`config.mk`:
```
export PLATFORM = sky130hd
export DESIGN_NAME = uart_tx_arb
export DESIGN_NICKNAME = d
export VERILOG_FILES = /design/src/rtl/uart_tx_arb_pkg.sv /design/src/rtl/tx_arb_fifo.sv /design/src/rtl/uart_tx_arb.sv
export SDC_FILE = /design/constraint.sdc
export NUM_CORES = 1
export LEC_CHECK = 0
export ABC_AREA = 0
export CORE_ASPECT_RATIO = 0.5
export CORE_MARGIN = 4
export CORE_UTILIZATION = 50
export DETAILED_ROUTE_END_ITERATION = 10
export GPL_TIMING_DRIVEN = 0
export PLACE_DENSITY = 0.75
export SLEW_MARGIN = 20
export SYNTH_ARGS = -nofsm -noshare
export SYNTH_HDL_FRONTEND = slang
export SYNTH_HIERARCHICAL = 1
export SYNTH_SLANG_ARGS = --single-unit
```
`constraint.sdc`:
```
create_clock -name clk -period 2.6 [get_ports clk]
set_clock_uncertainty 0.2 [all_clocks]
set_input_delay 0.39 -clock clk [delete_from_list [all_inputs] [get_ports clk]]
set_output_delay 0.39 -clock clk [all_outputs]
set_load 0.02 [all_outputs]
```
`src/rtl/uart_tx_arb_pkg.sv`:
```
// ============================================================================
// uart_tx_arb_pkg: shared encodings for the UART TX arbiter.  Rev 1.0
// ============================================================================
`default_nettype none

package uart_tx_arb_pkg;

   typedef enum logic [1:0] {
      ST_IDLE = 2'd0,
      ST_MON  = 2'd1,
      ST_CPU  = 2'd2
   } arb_state_e;

   typedef enum logic {
      OWN_MON = 1'b0,
      OWN_CPU = 1'b1
   } owner_e;

   localparam logic [7:0] LF_CHAR = 8'h0A;

endpackage

`default_nettype wire

```
`src/rtl/tx_arb_fifo.sv`:
```
// ============================================================================
// tx_arb_fifo: QDEPTH-entry character queue with wrapping pointers.  Rev 1.0
// ============================================================================
`default_nettype none

module tx_arb_fifo #(
   parameter int QDEPTH = 4
) (
   input  logic                     clk,
   input  logic                     rst_n,
   input  logic                     push,
   input  logic [7:0]               din,
   input  logic                     pop,
   output logic [7:0]               head,
   output logic [$clog2(QDEPTH):0]  count,
   output logic                     full,
   output logic                     empty
);

   localparam int            AW      = $clog2(QDEPTH);
   localparam logic [AW:0]   CNT_MAX = (AW+1)'(QDEPTH);

   logic [7:0]    mem [QDEPTH];
   logic [AW-1:0] wr_ptr;
   logic [AW-1:0] rd_ptr;
   logic          do_push;
   logic          do_pop;

   assign full    = (count == CNT_MAX);
   assign empty   = (count == '0);
   // A push against a full queue is dropped even if a pop happens this cycle.
   assign do_push = push & ~full;
   assign do_pop  = pop & ~empty;
   assign head    = mem[rd_ptr];

   always_ff @(posedge clk) begin
      if (do_push) mem[wr_ptr] <= din;
   end

   always_ff @(posedge clk or negedge rst_n) begin
      if (!rst_n) begin
         wr_ptr <= '0;
         rd_ptr <= '0;
         count  <= '0;
      end else begin
         if (do_push) wr_ptr <= wr_ptr + 1'b1;
         if (do_pop)  rd_ptr <= rd_ptr + 1'b1;
         case ({do_push, do_pop})
            2'b10:   count <= count + 1'b1;
            2'b01:   count <= count - 1'b1;
            default: count <= count;
         endcase
      end
   end

endmodule

`default_nettype wire

```
`src/rtl/uart_tx_arb.sv`:
```
// ============================================================================
// uart_tx_arb: line-atomic arbiter of monitor and CPU characters into the
// UART TX FIFO, with hold timeout and sticky overrun flags.  Rev 1.0
// ============================================================================
`default_nettype none

module uart_tx_arb #(
   parameter int QDEPTH   = 4,
   parameter int HOLD_MAX = 255
) (
   input  logic       clk,
   input  logic       rst_n,
   input  logic [7:0] mon_char,
   input  logic       mon_en,
   output logic       mon_full,
   input  logic [7:0] uart_io_char,
   input  logic       uart_io_we,
   output logic       uart_io_full,
   output logic [7:0] tx_wdata,
   output logic       tx_wten,
   input  logic       tx_fifo_full,
   output logic       mon_ovr,
   output logic       cpu_ovr
);

   import uart_tx_arb_pkg::*;

   localparam int            CW       = $clog2(QDEPTH) + 1;
   localparam logic [CW-1:0] CNT_FULL = CW'(QDEPTH);
   localparam logic [7:0]    HOLD_LIM = 8'(HOLD_MAX);

   arb_state_e    state;
   owner_e        last_owner;
   logic [7:0]    idle_cnt;
   logic [7:0]    idle_inc;
   logic [7:0]    mon_head;
   logic [7:0]    cpu_head;
   logic [CW-1:0] mon_count;
   logic [CW-1:0] cpu_count;
   logic          mon_q_full;
   logic          cpu_q_full;
   logic          mon_empty;
   logic          cpu_empty;
   logic          mon_pop;
   logic          cpu_pop;
   logic          owner_empty;
   logic [7:0]    owner_head;

   tx_arb_fifo #(.QDEPTH(QDEPTH)) u_mon_q (
      .clk   (clk),
      .rst_n (rst_n),
      .push  (mon_en),
      .din   (mon_char),
      .pop   (mon_pop),
      .head  (mon_head),
      .count (mon_count),
      .full  (mon_q_full),
      .empty (mon_empty)
   );

   tx_arb_fifo #(.QDEPTH(QDEPTH)) u_cpu_q (
      .clk   (clk),
      .rst_n (rst_n),
      .push  (uart_io_we),
      .din   (uart_io_char),
      .pop   (cpu_pop),
      .head  (cpu_head),
      .count (cpu_count),
      .full  (cpu_q_full),
      .empty (cpu_empty)
   );

   assign mon_full     = (mon_count == CNT_FULL);
   assign uart_io_full = (cpu_count == CNT_FULL);

   // IDLE looks like an empty owner queue, which keeps tx_wten low there.
   always_comb begin
      owner_empty = 1'b1;
      owner_head  = 8'h00;
      case (state)
         ST_MON: begin
            owner_empty = mon_empty;
            owner_head  = mon_head;
         end
         ST_CPU: begin
            owner_empty = cpu_empty;
            owner_head  = cpu_head;
         end
         default: ;
      endcase
   end

   assign tx_wten  = ~owner_empty & ~tx_fifo_full;
   assign tx_wdata = tx_wten ? owner_head : 8'h00;
   assign mon_pop  = tx_wten & (state == ST_MON);
   assign cpu_pop  = tx_wten & (state == ST_CPU);
   assign idle_inc = (idle_cnt == 8'hFF) ? idle_cnt : idle_cnt + 8'd1;

   always_ff @(posedge clk or negedge rst_n) begin
      if (!rst_n) begin
         state      <= ST_IDLE;
         last_owner <= OWN_CPU;
         idle_cnt   <= 8'd0;
         mon_ovr    <= 1'b0;
         cpu_ovr    <= 1'b0;
      end else begin
         if (mon_en && mon_q_full)     mon_ovr <= 1'b1;
         if (uart_io_we && cpu_q_full) cpu_ovr <= 1'b1;

         case (state)
            ST_IDLE: begin
               idle_cnt <= 8'd0;
               if (!mon_empty && (cpu_empty || last_owner == OWN_CPU)) begin
                  state      <= ST_MON;
                  last_owner <= OWN_MON;
               end else if (!cpu_empty && (mon_empty || last_owner == OWN_MON)) begin
                  state      <= ST_CPU;
                  last_owner <= OWN_CPU;
               end
            end
            ST_MON, ST_CPU: begin
               if (tx_wten && owner_head == LF_CHAR) begin
                  state <= ST_IDLE;
               end else if (tx_wten) begin
                  idle_cnt <= 8'd0;
               end else if (owner_empty) begin
                  // Back-pressure stalls leave the counter alone; only starvation counts.
                  idle_cnt <= idle_inc;
                  if (idle_inc >= HOLD_LIM) state <= ST_IDLE;
               end
            end
            default: state <= ST_IDLE;
         endcase
      end
   end

endmodule

`default_nettype wire

```
Word-level counts from Yosys, hierarchy flattened
Memories as Yosys holds them, arrays and structs flattened.
Cells that the tools add are included.

storage, ports and cells
  register bits = 27
  bits in writable memories = 64
  input port bits = 21
  output and inout bits = 13
  word-level logic and storage cells = 96
  memories = 2

memories
  memory       words  width  read ports  clocked after memory_dff  write ports  line               text
  u_cpu_q.mem  4      8      1           0                         1            tx_arb_fifo.sv:23  logic [7:0] mem [QDEPTH];
  u_mon_q.mem  4      8      1           0                         1            tx_arb_fifo.sv:23

operators by class
  $add $sub $neg = 9
  $lt $le $gt $ge = 1
  equal/unequal tests = 16
  mux-type cells = 23
  bitwise gates (word level) = 14
  reductions and logical operators = 20

operators by type and width
  cell                                                                 count
  8-bit 2-to-1 mux                                                     5
  8-bit case mux with 2 select lines                                   2
  3-bit != test (second input constant)                                5
  2-bit 2-to-1 mux                                                     6
  3-bit case mux with 2 select lines                                   2
  2-bit by 1-bit adder with 2-bit output (second input constant)       4
  8-bit by 1-bit adder with 8-bit output (second input constant)       1
  8-bit by 4-bit == test with 1-bit output (second input constant)     1
  8-bit == test (second input constant)                                1
  8-bit >= comparator (second input constant)                          1
  2-bit nonzero test                                                   4
  1-bit bitwise AND                                                    7
  1-bit NOT                                                            7
  3-bit by 1-bit adder with 3-bit output (second input constant)       2
  2-bit by 1-bit == test with 1-bit output (second input constant)     3
  2-bit == test (second input constant)                                3
  3-bit == test (second input constant)                                2
  3-bit logical NOT                                                    2
  1-bit 2-to-1 mux                                                     6
  3-bit by 1-bit subtractor with 3-bit output (second input constant)  2
  1-bit logical AND                                                    5
  2-bit case mux with 2 select lines                                   1
  4-bit AND reduction                                                  1
  3-bit AND reduction                                                  1
  other kinds (7)                                                      9

Depth between registers and ports, before layout
  depth after elaboration = 8
  mapped depth = 14
  mapped depth without buffers = 13

Modules after synthesis
Netlist, hierarchy kept.

by module, submodules not included
  module                  times used  cells an instance  area each (um^2)  seq. area each (um^2)
  tx_arb_fifo at u_mon_q  1           80                 1591.5            1136.1
  tx_arb_fifo at u_cpu_q  1           80                 1584.0            1136.1
  uart_tx_arb             1           125                1043.5            326.6

Least setup slack after synthesis
OpenSTA, ideal clock, no wires.

  kind = reg-to-reg
  start point = register u_mon_q.count[0]
  end point = register u_cpu_q.count[2]
  library setup time = 0.125 ns
  data arrival time = 2.551 ns
  data required time = 2.275 ns
  slack = -0.277 ns
  cell stages (with the launch flop) = 14
  buffers on the path = 1
  clock period less this slack = 2.877 ns
  cell sequence = dfrtp_1 -> nor3_1 -> a22oi_2 -> nand3b_1 -> clkbuf_1 -> inv_1 -> and2_1 -> o31a_2 -> ha_1 -> inv_1 -> fa_1 -> xor2_1 -> nor2_1 -> xor2_1

on the way
  cells in the longest elaborated chain, start to end = 8
  elaborated cells on any way between the ends = 10
  classes of those cells = 2 x eq/ne; 2 x mux; 4 x bitwise; 2 x reduce/logical

ends and longest elaborated chain
  element                                                                    line               text
  start, declared                                                            tx_arb_fifo.sv:15  output logic [$clog2(QDEPTH):0] count,
  start signal, assigned                                                     tx_arb_fifo.sv:49  2'b10: count <= count + 1'b1;
  start signal, assigned                                                     tx_arb_fifo.sv:50  2'b01: count <= count - 1'b1;
  start signal, assigned                                                     tx_arb_fifo.sv:51  default: count <= count;
  3-bit logical NOT (*)                                                      tx_arb_fifo.sv:30  assign empty = (count == '0);
  via mon_empty                                                              uart_tx_arb.sv:42  logic mon_empty;
  1-bit case mux with 2 select lines (*)                                     uart_tx_arb.sv:80  case (state)
  1-bit NOT (*)                                                              uart_tx_arb.sv:93  assign tx_wten = ~owner_empty & ~tx_fifo_full;
  1-bit bitwise AND (*)                                                      uart_tx_arb.sv:93
  via tx_wten                                                                uart_tx_arb.sv:20  output logic tx_wten,
  1-bit bitwise AND (*)                                                      uart_tx_arb.sv:96  assign cpu_pop = tx_wten & (state == ST_CPU);
  via cpu_pop                                                                uart_tx_arb.sv:45  logic cpu_pop;
  1-bit bitwise AND (*)                                                      tx_arb_fifo.sv:33  assign do_pop = pop & ~empty;
  via u_cpu_q.do_pop                                                         tx_arb_fifo.sv:27  logic do_pop;
  2-bit by 1-bit == test with 1-bit output or 2-bit == test (tied branches)  tx_arb_fifo.sv:48  case ({do_push, do_pop})
  3-bit case mux with 2 select lines or 2-bit nonzero test (tied branches)   n/a
  end signal, assigned                                                       tx_arb_fifo.sv:49
  end signal, assigned                                                       tx_arb_fifo.sv:50
  end signal, assigned                                                       tx_arb_fifo.sv:51
  end, declared                                                              tx_arb_fifo.sv:15

Mark *: on every way through the listed nets, which the timed path passes. The rest lies on a longest branch.
A chain may end at the register's enable or synchronous reset.

Worst setup path after layout
  start point = register u_mon_q.rd_ptr[0]
  end point = register state[0]

on the way
  cells in the longest elaborated chain, start to end = 6
  elaborated cells on any way between the ends = 10
  classes of those cells = 4 x eq/ne; 3 x mux; 2 x reduce/logical; 1 x memory

ends and longest elaborated chain
  element                                                                                     line                text
  start, declared                                                                             tx_arb_fifo.sv:25   logic [AW-1:0] rd_ptr;
  start signal, assigned                                                                      tx_arb_fifo.sv:47   if (do_pop) rd_ptr <= rd_ptr + 1'b1;
  memory 4 x 8 bit (*)                                                                        n/a
  via mon_head[2]                                                                             uart_tx_arb.sv:36   logic [7:0] mon_head;
  8-bit case mux with 2 select lines (*)                                                      uart_tx_arb.sv:80
  8-bit by 4-bit == test with 1-bit output (*)                                                uart_tx_arb.sv:122  if (tx_wten && owner_head == LF_CHAR) begin
  1-bit logical AND (*)                                                                       uart_tx_arb.sv:122
  3-bit != test (no source line) or 2-bit 2-to-1 mux (tied branches)                          n/a
  4-bit AND reduction (no source line) or 2-bit case mux with 2 select lines (tied branches)  n/a
  end signal, assigned                                                                        uart_tx_arb.sv:123  state <= ST_IDLE;
  end signal, assigned                                                                        uart_tx_arb.sv:129  if (idle_inc >= HOLD_LIM) state <= ST_IDLE;
  end signal, assigned                                                                        uart_tx_arb.sv:132  default: state <= ST_IDLE;
  end, declared                                                                               uart_tx_arb.sv:32   arb_state_e state;

Marked as above.

==> run metrics <==
status=finished, violations left; failing checks=negative setup slack; Rel. slew slack=53.09%; CP required=2.62 ns; worst hold start=cpu_ovr$_DFFE_PN0P_; Pleak=2.036 nW; drt via density=5.720; Synth area leaders=edfxtp_1 46%, dfrtp_1 15%, mux4_2 8.5%; final core utilization=66.70%; crit start category=flip-flop; total number of vias=between 2k and 3k; worst min path class=flip-flop to flip-flop; Most used DFF post-synth=edfxtp_1; std cell rows=23; CTS tree=done; total wire length=9.265 mm; residual DRC count=0; ratio of cells with drive above 1 in the final layout=34.28%; Post-Syn Area=0.004219 mm²; drt first pass iters=5; power per cell area=1159 mW/mm²; Chip Width=137.9 µm; vias in the first global route=2783; crit path kind=flip-flop to flip-flop; overall routing resource usage=a little under a fifth; commonest non-fill, non-tap cell in the layout=edfxtp_1; TritonCTS Buffers=9; die height=72.96 µm; fin. max-slew vios=0; post-route setup slack=-0.2941 ns; Final Cycle Share=111.3%; # port buffers=33; worst skew pair latency=~0.34 ns; most frequent cells in the layout=64 x edfxtp_1, 26 x buf_4, 25 x dfrtp_1, 23 x clkdlybuf4s50_1; unrepaired setup endpoints after global routing=yes; r2r startpoint=u_mon_q/rd_ptr[0]$_DFFE_PN0P_; worst vdd rail ir drop=0.4911 mV; Post-DRT Antenna Nets=0; RD Place Congestion=0.8831; largest net degree at the start of global routing=28; EDFF count, synth=64; FILL cells=540; measured slew at the worst slew-check pin=0.7036 ns; cell taking the most area after synthesis=edfxtp_1; diodes inserted=0; global-route wire length before repair=approximately 14 mm; max_cap viols=0; syn avg cell area=14.80 µm²; Post-Layout Cell Count=465; Setup crit end kind=flip-flop; drt wl/cell=19.92 µm; Hold EP=cpu_ovr$_DFFE_PN0P_; Ports=34; share of Yosys cell area claimed by the top area cell type=45.55%; Reg clk slew, reported paths=0.06 ns; Overflow after GRT=0; Net Count, Synth=322; placed insts=430; H-tree depth=3; Initial DRC Count=roughly 190; Reg2Reg Setup Slack=-0.29 ns; Yosys cell types=between 50 and 60; asr flop ratio synth=29.67%; DIE AREA=slightly above 0.01 mm²; Max Fclk=0.3455 GHz; antenna violations before repair=0; sequential element share of the synthesized area=61.60%; # setup viols final=22; hold depth=1; Hold Violations, Final=0; Seq cells post-synth=91; area grow syn2layout=28.29%; CTS Root Cell=clkbuf_16; largest buffer count on any clock path=2; Core ar.=0.008115 mm²; highest net fanout along the worst path=7; Yosys warning total=6; Post-DP HPWL=5.781 mm; clock sink total=91; R2R cell count=9; end of the worst register-to-register path=state[0]$_DFFE_PN0P_; Cells after Synth=roughly 290; nets@finish=386; crit path DAT=about 3 ns; crit path time final=2.894 ns; Initial Utilization=51.99%
-- critical path, stage by stage, from the launching register on --
cell	delay [ns]
dfrtp_1	0.37
buf_8	0.15
mux4_2	0.56
nor4_4	0.30
a21oi_1	0.17
nor4_4	0.32
buf_4	0.19
nor2b_2	0.04
o32ai_2	0.12
mux2_1	0.36
-- cells in the mapped netlist, drive strengths merged, types with 4 or more instances --
master / instances
edfxtp: 64
dfrtp: 26
inv: 19
nor2: 17
mux4: 16
ha: 14
nand2: 14
a21oi: 12
a22oi: 9
and2: 8
and3: 8
buf: 7
o21ai: 7
xnor2: 7
xor2: 7
mux2: 4
nand3: 4
-- stage by stage --
step | setup WS (ns) | power, mW | hold slack, ns | instance area [µm²] | setup TNS (ns)
floorplan | -0.04453 | 3.630 | -0.1056 | 4264 | -0.04453
global placement | -0.3815 | 4.106 | 0.2416 | 4735 | -3.455
detailed placement | -0.5088 | 4.222 | 0.2483 | 4730 | -5.158
CTS | -0.1727 | 5.982 | 0.2603 | 5263 | -0.9291
global route | -0.3773 | 6.604 | 0.3019 | 5413 | -5.894
finish | -0.2941 | 6.275 | 0.2530 | 5413 | -3.331
-- power breakdown --
| group | total, mW | internal [mW] | switching, mW |
|---|---|---|---|
| Clock | 1.45 | 0.932 | 0.516 |
| Combinational | 2.58 | 1.26 | 1.32 |
| Sequential | 2.25 | 1.95 | 0.301 |
| Total | 6.27 | 4.14 | 2.14 |
-- per-layer routing --
layer	share of wire [%]	vias up	track usage (%)	wire, µm
met4	1.7	0	8.215	161
li1	-	1197	-	-
met2	51	99	32.29	4715
met5	0	-	0	0
met1	41	1351	23.36	3839
met3	5.9	13	5.716	549
-- registers in the layout, summed over array words and instances, names as in the netlist, 3 cells and up --
| name | count |
|---|---|
| idle_cnt | 8 |
| u_cpu_q/count | 3 |
| u_cpu_q/mem | 32 |
| u_mon_q/count | 3 |
| u_mon_q/mem | 32 |
-- what timing repair did --
action,in CTS,in global routing
gates resized for setup,62,28
hold buffers,1,0
setup buffers,15,6
pin swaps,8,5
setup endpoints to repair,23,23
endpoints found under the hold margin,26,0
cloned,1,0
-- how the worst max path moves through the flow --
stage / start / endpoint / slack (ns) / cells after the start
floorplan: state[0]$_DFFE_PN0P_ / u_cpu_q/count[2]$_DFFE_PN0P_ / -0.04 / 14
global placement: u_mon_q/rd_ptr[1]$_DFFE_PN0P_ / state[0]$_DFFE_PN0P_ / -0.38 / 8
detailed placement: u_mon_q/rd_ptr[1]$_DFFE_PN0P_ / state[0]$_DFFE_PN0P_ / -0.51 / 8
CTS: u_mon_q/rd_ptr[0]$_DFFE_PN0P_ / state[0]$_DFFE_PN0P_ / -0.17 / 9
global route: u_mon_q/rd_ptr[0]$_DFFE_PN0P_ / state[0]$_DFFE_PN0P_ / -0.38 / 9
finish: u_mon_q/rd_ptr[0]$_DFFE_PN0P_ / state[0]$_DFFE_PN0P_ / -0.29 / 9
-- logic make-up after synthesis --
| logic type | Yosys count | share of synthesized area (%) |
|---|---|---|
| and+or+nand+nor | 69 | 9.698 |
| DFF | 91 | 61.60 |
| muxes | 23 | 10.50 |
| AOI/OAI and AO/OA | 44 | 7.385 |
| buffers and inverters | 28 | 2.817 |
| adders and majority gates | 16 | 5.101 |
| xor gates and xnor gates | 14 | 2.906 |
-- final cells by class --
type	instances	area (µm²)	share of cell area (%)
tap	112	140.1	2.589
inverter	19	76.32	1.410
buffer	7	72.57	1.341
clock inverter	5	102.6	1.896
clock buffer	10	229.0	4.230
timing repair buffer	55	483.0	8.923
multi-input combinational	166	1709	31.58
sequential	91	2600	48.04
Note: power is estimated with default switching activity, not from simulation.
